<file path="src/rtl/uart_rx_deser_if.sv">
// Byte-side and line-side signals of the UART receiver feeding the CNN input buffer.
// master = the receiver, slave = the host-side top level that consumes bytes.
interface uart_rx_deser_if;
  logic       RX;
  logic       clr_rx_rdy;
  logic [7:0] rx_data;
  logic       rx_rdy;
  logic       frame_err;
  logic       overrun;

  modport master (
    input  RX,
    input  clr_rx_rdy,
    output rx_data,
    output rx_rdy,
    output frame_err,
    output overrun
  );

  modport slave (
    output RX,
    output clr_rx_rdy,
    input  rx_data,
    input  rx_rdy,
    input  frame_err,
    input  overrun
  );
endinterface

</file>
<file path="src/rtl/uart_rx_deser.sv">
// 8N1 UART receiver: synchronizes RX, samples mid-bit, and presents each byte with rx_rdy.
// Framing errors and overruns are reported as single-cycle pulses.
module uart_rx_deser #(
  parameter int unsigned BAUD_DIV = 434,
  parameter int unsigned HALF_DIV = BAUD_DIV / 2
) (
  input  logic            clk,
  input  logic            rst_n,
  uart_rx_deser_if.master bus
);

  localparam int unsigned   CW        = $clog2(BAUD_DIV);
  localparam logic [CW-1:0] HALF_LAST = CW'(HALF_DIV - 1);
  localparam logic [CW-1:0] BAUD_LAST = CW'(BAUD_DIV - 1);

  typedef enum logic [1:0] {IDLE, START, DATA, STOP} state_t;

  state_t        state;
  logic          rx_meta;
  logic          rx_s;
  logic          rx_prev;
  logic [CW-1:0] baud_cnt;
  logic [2:0]    bit_cnt;
  logic [7:0]    shift;

  always_ff @(posedge clk or negedge rst_n) begin
    if (!rst_n) begin
      state         <= IDLE;
      rx_meta       <= 1'b1;
      rx_s          <= 1'b1;
      rx_prev       <= 1'b1;
      baud_cnt      <= '0;
      bit_cnt       <= '0;
      shift         <= '0;
      bus.rx_data   <= '0;
      bus.rx_rdy    <= 1'b0;
      bus.frame_err <= 1'b0;
      bus.overrun   <= 1'b0;
    end else begin
      rx_meta       <= bus.RX;
      rx_s          <= rx_meta;
      rx_prev       <= rx_s;
      bus.frame_err <= 1'b0;
      bus.overrun   <= 1'b0;
      baud_cnt      <= baud_cnt + 1'b1;
      // A completing frame in STOP overrides this clear, so set wins over clear.
      if (bus.clr_rx_rdy) bus.rx_rdy <= 1'b0;

      case (state)
        IDLE: begin
          baud_cnt <= '0;
          if (rx_prev && !rx_s) state <= START;
        end
        START: begin
          if (baud_cnt == HALF_LAST) begin
            baud_cnt <= '0;
            bit_cnt  <= '0;
            state    <= rx_s ? IDLE : DATA;
          end
        end
        DATA: begin
          if (baud_cnt == BAUD_LAST) begin
            baud_cnt <= '0;
            shift    <= {rx_s, shift[7:1]};
            bit_cnt  <= bit_cnt + 3'd1;
            if (bit_cnt == 3'd7) state <= STOP;
          end
        end
        STOP: begin
          if (baud_cnt == BAUD_LAST) begin
            baud_cnt <= '0;
            state    <= IDLE;
            if (rx_s) begin
              bus.rx_data <= shift;
              bus.rx_rdy  <= 1'b1;
              bus.overrun <= bus.rx_rdy && !bus.clr_rx_rdy;
            end else begin
              bus.frame_err <= 1'b1;
            end
          end
        end
        default: state <= IDLE;
      endcase
    end
  end

endmodule

</file>
<file path="src/flat_wrapper.sv">
// flat-port wrapper written by rule: the top's interface ports become plain ports
module uart_rx_deser_flat 
#(
  parameter int unsigned BAUD_DIV = 434,
  parameter int unsigned HALF_DIV = BAUD_DIV / 2
)
  (clk, rst_n, bus_RX, bus_clr_rx_rdy, bus_rx_data, bus_rx_rdy, bus_frame_err, bus_overrun);
  uart_rx_deser_if bus_i ();
  input  logic clk;
  input  logic rst_n;
  input wire logic [$bits(bus_i.RX)-1:0] bus_RX;
  input wire logic [$bits(bus_i.clr_rx_rdy)-1:0] bus_clr_rx_rdy;
  output wire logic [$bits(bus_i.rx_data)-1:0] bus_rx_data;
  output wire logic [$bits(bus_i.rx_rdy)-1:0] bus_rx_rdy;
  output wire logic [$bits(bus_i.frame_err)-1:0] bus_frame_err;
  output wire logic [$bits(bus_i.overrun)-1:0] bus_overrun;
  assign bus_i.RX = bus_RX;
  assign bus_i.clr_rx_rdy = bus_clr_rx_rdy;
  assign bus_rx_data = bus_i.rx_data;
  assign bus_rx_rdy = bus_i.rx_rdy;
  assign bus_frame_err = bus_i.frame_err;
  assign bus_overrun = bus_i.overrun;
  uart_rx_deser #(.BAUD_DIV(BAUD_DIV), .HALF_DIV(HALF_DIV)) u_core (.clk(clk), .rst_n(rst_n), .bus(bus_i));
endmodule
</file>
<file path="config.mk">
export PLATFORM = sky130hd
export DESIGN_NAME = uart_rx_deser_flat
export DESIGN_NICKNAME = d
export VERILOG_FILES = /design/src/rtl/uart_rx_deser_if.sv /design/src/rtl/uart_rx_deser.sv /design/src/flat_wrapper.sv
export SDC_FILE = /design/constraint.sdc
export NUM_CORES = 1
export LEC_CHECK = 0
export CAP_MARGIN = 20
export CORE_MARGIN = 3
export CORE_UTILIZATION = 48
export DETAILED_ROUTE_END_ITERATION = 12
export GPL_TIMING_DRIVEN = 0
export PLACE_DENSITY = 0.69
export SLEW_MARGIN = 10
export SYNTH_ARGS = -nofsm -noshare
export SYNTH_HDL_FRONTEND = slang
export SYNTH_SLANG_ARGS = --single-unit
</file>
<file path="constraint.sdc">
create_clock -name clk -period 2.25 [get_ports clk]
set_clock_uncertainty 0.1 [all_clocks]
set_input_delay 0.45 -clock clk [delete_from_list [all_inputs] [get_ports clk]]
set_output_delay 0.45 -clock clk [all_outputs]
set_load 0.005 [all_outputs]
</file>
### Word-level counts from Yosys, hierarchy flattened

Index checks and enable logic that the tools add are counted.

* bits in registers: 36
* input port bits: 4
* output and inout port bits: 11
* word-level logic and storage cells: 58

* $add $sub $neg: 2
* eq/ne operators: 11
* mux-type cells: 23
* reductions and logical operators: 11

Operator list (count)
* 9-bit one-hot mux with 3 select lines: 1
* 9-bit two-way mux: 2
* 2-bit two-way mux: 6
* 1-bit two-way mux: 10
* 2-bit by 1-bit inequality test with 1-bit output (second input constant): 5
* 9-bit by 1-bit adder with 9-bit output (second input constant): 1
* 9-bit by 8-bit equality test with 1-bit output (second input constant): 1
* 9-bit equality test (second input constant): 1
* 2-bit one-hot mux with 4 select lines: 1
* 3-bit two-way mux: 2
* 3-bit one-hot mux with 2 select lines: 1
* 3-bit AND reduction: 2
* 5-bit AND reduction: 1
* 2-bit equality test (second input constant): 2
* 3-bit by 1-bit adder with 3-bit output (second input constant): 1
* 3-bit equality test (second input constant): 1
* 2-bit by 1-bit equality test with 1-bit output (second input constant): 1
* 1-bit logical AND: 2
* 1-bit logical NOT: 2
* 2-bit logical NOT: 1
* 2-bit AND reduction: 1
* 2-bit nonzero test: 1
* 2-bit OR reduction: 1

### Logic depth before layout (Yosys ltp)

* word-level depth: 5
* depth in mapped cells: 7
* depth with buffers taken out: 6

### Least setup slack after synthesis

OpenSTA, ideal clock, no wires.

* kind: reg2reg
* from: register u_core.state[0]
* to: register (tool-made name)
* setup time: 0.124 ns
* arrival: 1.642 ns
* required time: 2.026 ns
* slack: 0.384 ns
* stages on the path, launching flop included: 8
* buffers on the path: 1
* clock period less this slack: 1.866 ns
* path through: dfrtp_1 > inv_1 > ha_1 > clkbuf_1 > nor2_1 > a21oi_1 > or4b_1 > mux2i_1

RTL lines
* from (decl): RTL line uart_rx_deser.sv:18 `state_t state;`
* from (signal assigned): RTL line uart_rx_deser.sv:58 `state <= rx_s ? IDLE : DATA;`

==> metrics list <==
- CP Cell Sequence: inv_1 > ha_1 > clkbuf_1 > nor2_1 > a21oi_1 > or4b_1 > mux2i_1
- Multi-input gate area: 691 um^2
* Post-Syn Nets: 148
* Power per cell area: 817 mW/mm^2
- The synthesized design contains 0 enable-type register cells.
* Number of maximum-capacitance constraint violations: 0
- Sequential share of the synthesized area: 55.2%
- F_max: 473 MHz
- The kind of cell with the highest combined delay along the critical path is simple AND/OR/NAND/NOR gates.
- The setup path with the least slack is of type reg2reg.
- Number of failing setup endpoints in the final timing report: 0
- Of all cell types, the one taking the most synthesized area is dfrtp_1.
* Status: completed
* Buf+Inv Stages, Crit Path: 2
- After synthesis, the largest family of logic cells by area is simple AND/OR/NAND/NOR gates.
- In the final routed layout, each cell accounts on average for 13.4 um.
* Post-placement setup slack: 0.159 ns
- Routed vias: 1031
- Clock transition at the registers of the reported paths: 0.11 ns
- For this design the static power due to leakage is 0.000903 uW.
* Number of buffers between clock root and the deepest sink: 2
- The tree is rooted in a clkbuf_4.
* Ant. Diodes: 0
- Worst hold margin: 0.0695 ns
* Area growth from synthesis to layout: 16.5%
- The first detailed-routing pass ran for 4 iterations.
- Post-synthesis adder-cell area fraction: 6.88%
- Placement Rows: 20
* Top-count cell post-synth: dfrtp_1
- 15 I/O pins were placed.
* Number of distinct library cell variants in the gate-level netlist after synthesis: 32
* Die footprint: 0.00415 mm^2
- Clock sink total: 36
- Clock H-tree levels: 2
- DRT Wirelength: 2.70 mm
* Layout Nets: 169
- Critical path capture point type: flip-flop
* CTS tree: yes
- Data arrival time of the critical path: 2.25 ns
* Die Span X: 64.4 um
- Of the total synthesized cell area, the portion taken by XOR and XNOR cells is 3.74%.
- Leading post-synthesis cells by instance count: dfrtp_1, mux2_1, nor2_1
- The congestion estimate from routability-driven global placement came to 0.818.
- At the pin with the least slew margin, the transition time is 0.773 ns.
- Cell area after synthesis: 0.00164 mm^2
- The synthesized design contains 36 register bits.
- Drt initial violations: 73
- After clock tree synthesis, the repair step resized 0 gates.
- Die height: 64.4 um
* Mux share of post-synthesis cell area: 12.2%
* Final hold violation count: 0
* Largest fanout of any net on the critical path: 10
- Input and output buffers added on the ports amount to 14.
* Critical Path RT: 2.39 ns
* Synth async-reset ratio: 100%
- Once placement finished, the instance area stood at 0.00183 mm^2.
- Setup ws final: 0.137 ns
- Setup repair after global routing left no endpoint under its margin.
* Filler instances: 284
* Average cell area after synthesis: 12.1 um^2
- The worst path needs 2.11 ns of the cycle, external delays included.
- The count of nets left with antenna violations once routing finished came out at 0.
- TritonCTS created 5 clock buffers.
- Synthesized-area fraction occupied by and/or/nand/nor cells: 13.9%
- The number of antenna violations at the first check in global routing came to 0.
* Synthesized instance count: 135
* Top post-synthesis cells by area: dfrtp_1, mux2_1, ha_1, dfstp_2, nor2_1
- Measured against its own limit, the worst slew margin works out to 48.5%.
- Cells fill 60.5% of the core in the end.
* Slowest cell on the critical path: or4b_1
- The worst hold path belongs to the class in2async.
* Placeable core area: 0.00315 mm^2
- Fraction of final layout cells with drive strength greater than 1: 9.55%
* Number of global-route vias before repair: 1084
- The number of max-slew violations in the final report is 0.
- Final cell area excluding filler cells: 0.00191 mm^2
- Fraction of the mapped netlist area in compound gates: 5.19%
- The first global-routing pass estimated 4.97 mm of wire.
* GRT Resource Usage Total: 15.7%
* Area fraction of the dominant cell type after synthesis: 50.4%
* Number of hold-repair buffers added at the cts stage: 0
- Clock insertion delay at the later pin of the skew report: 0.34 ns
- Total power after layout: 1560 uW
* # Post-CTS Setup Buffers: 0
- Startpoint kind of the worst setup timing path: flip-flop
* Number of vias per cell after detailed routing: 5.13
- Detailed Place HPWL: 1.85 mm
- For this run, design rule violations remaining after detail routing come to 0.
- Register area: 905 um^2
- Total grt overflow: 0
* Peak supply drop: 0.745 mV
- Final Cycle Share: 93.9%
- Stage delay of the slowest cell on the critical path: 0.53 ns
* Ys Warns: 0
* Pin count of the biggest net entering global routing: 37
- Primary flip-flop cell chosen by synthesis mapping: dfrtp_1
- The initial utilization of the core area, before any placement, comes to 51.9%.
[report_power, final]
group	internal [uW]	total, uW	switching, uW
sequential	688	729	41.1
clock	233	443	210
combinational	138	388	250
total	1060	1560	500
[state kept, by name (all words and copies together) (netlist names), named ones only]
name,count
u_core.rx_prev,1
u_core.shift,8
u_core.bus.rx_data,8
u_core.bus.rx_rdy,1
u_core.baud_cnt,9
u_core.rx_meta,1
u_core.bus.frame_err,1
u_core.rx_s,1
u_core.bit_cnt,3
u_core.bus.overrun,1
u_core.state,1
[per-stage QoR]
step,std cells,TNS [ns]
3_5_place_dp,193,0
3_3_place_gp,193,-4.04
4_1_cts,201,0
5_1_grt,201,0
2_1_floorplan,135,0
6_report,201,0
[cell type report]
cell class                      count  share of cell area (%)
Clock inverter                      2                    1.84
Sequential cell                    36                    47.4
Buffer                              2                   0.459
Tap cell                           44                    2.89
Clock buffer                        6                    2.16
Timing Repair Buffer               14                    7.08
Multi-Input combinational cell     87                    36.2
Inverter                           10                    1.97
[cells by family (layout without fill, tap and decap cells)]
group | count (synthesis) | in the layout
buffers and inverters | 12 | 34
AOI/OAI and AO/OA | 13 | 13
DFF | 36 | 36
muxes | 18 | 18
xor gates and xnor gates | 7 | 7
and+or+nand+nor | 40 | 40
adders and majority gates | 9 | 9
[path summary, 6_finish.rpt]
kind,from,cells past startpoint,slack [ns],to
max reg2reg,u_core.state[0]$_DFFE_PN0P_,7,0.14,flip-flop
min reg2reg,u_core.rx_meta$_DFF_PN1_,0,0.26,u_core.rx_s$_DFF_PN1_
min,rst_n,1,0.07,async pin
max,u_core.state[0]$_DFFE_PN0P_,7,0.14,flip-flop
min in group clk,u_core.rx_meta$_DFF_PN1_,0,0.26,u_core.rx_s$_DFF_PN1_
max in group asynchronous,rst_n,1,1.48,u_core.bus.rx_data[3]$_DFFE_PN0P_
[layout by cell type, fill, tap and decap left out, drive strengths merged, types with 2 or more instances in the layout]
master / n
buf: 2
clkbuf: 7
clkdlybuf4s50: 13
dfrtp: 33
dfstp: 3
ha: 9
inv: 10
mux2: 16
mux2i: 2
nand2: 7
nand2b: 2
nand3: 6
nor2: 14
nor3: 2
o21ai: 6
o221ai: 3
xnor2: 6
[metal layers]
metal,global-route usage [%],share of wire (%),up-vias
li1,-,-,505
met4,5.54,1.5,0
met5,0,0,-
met1,21.3,50,502
met3,6.24,4.0,6
met2,22.7,44,18
No activity file was read; power rests on OpenSTA's default activity.
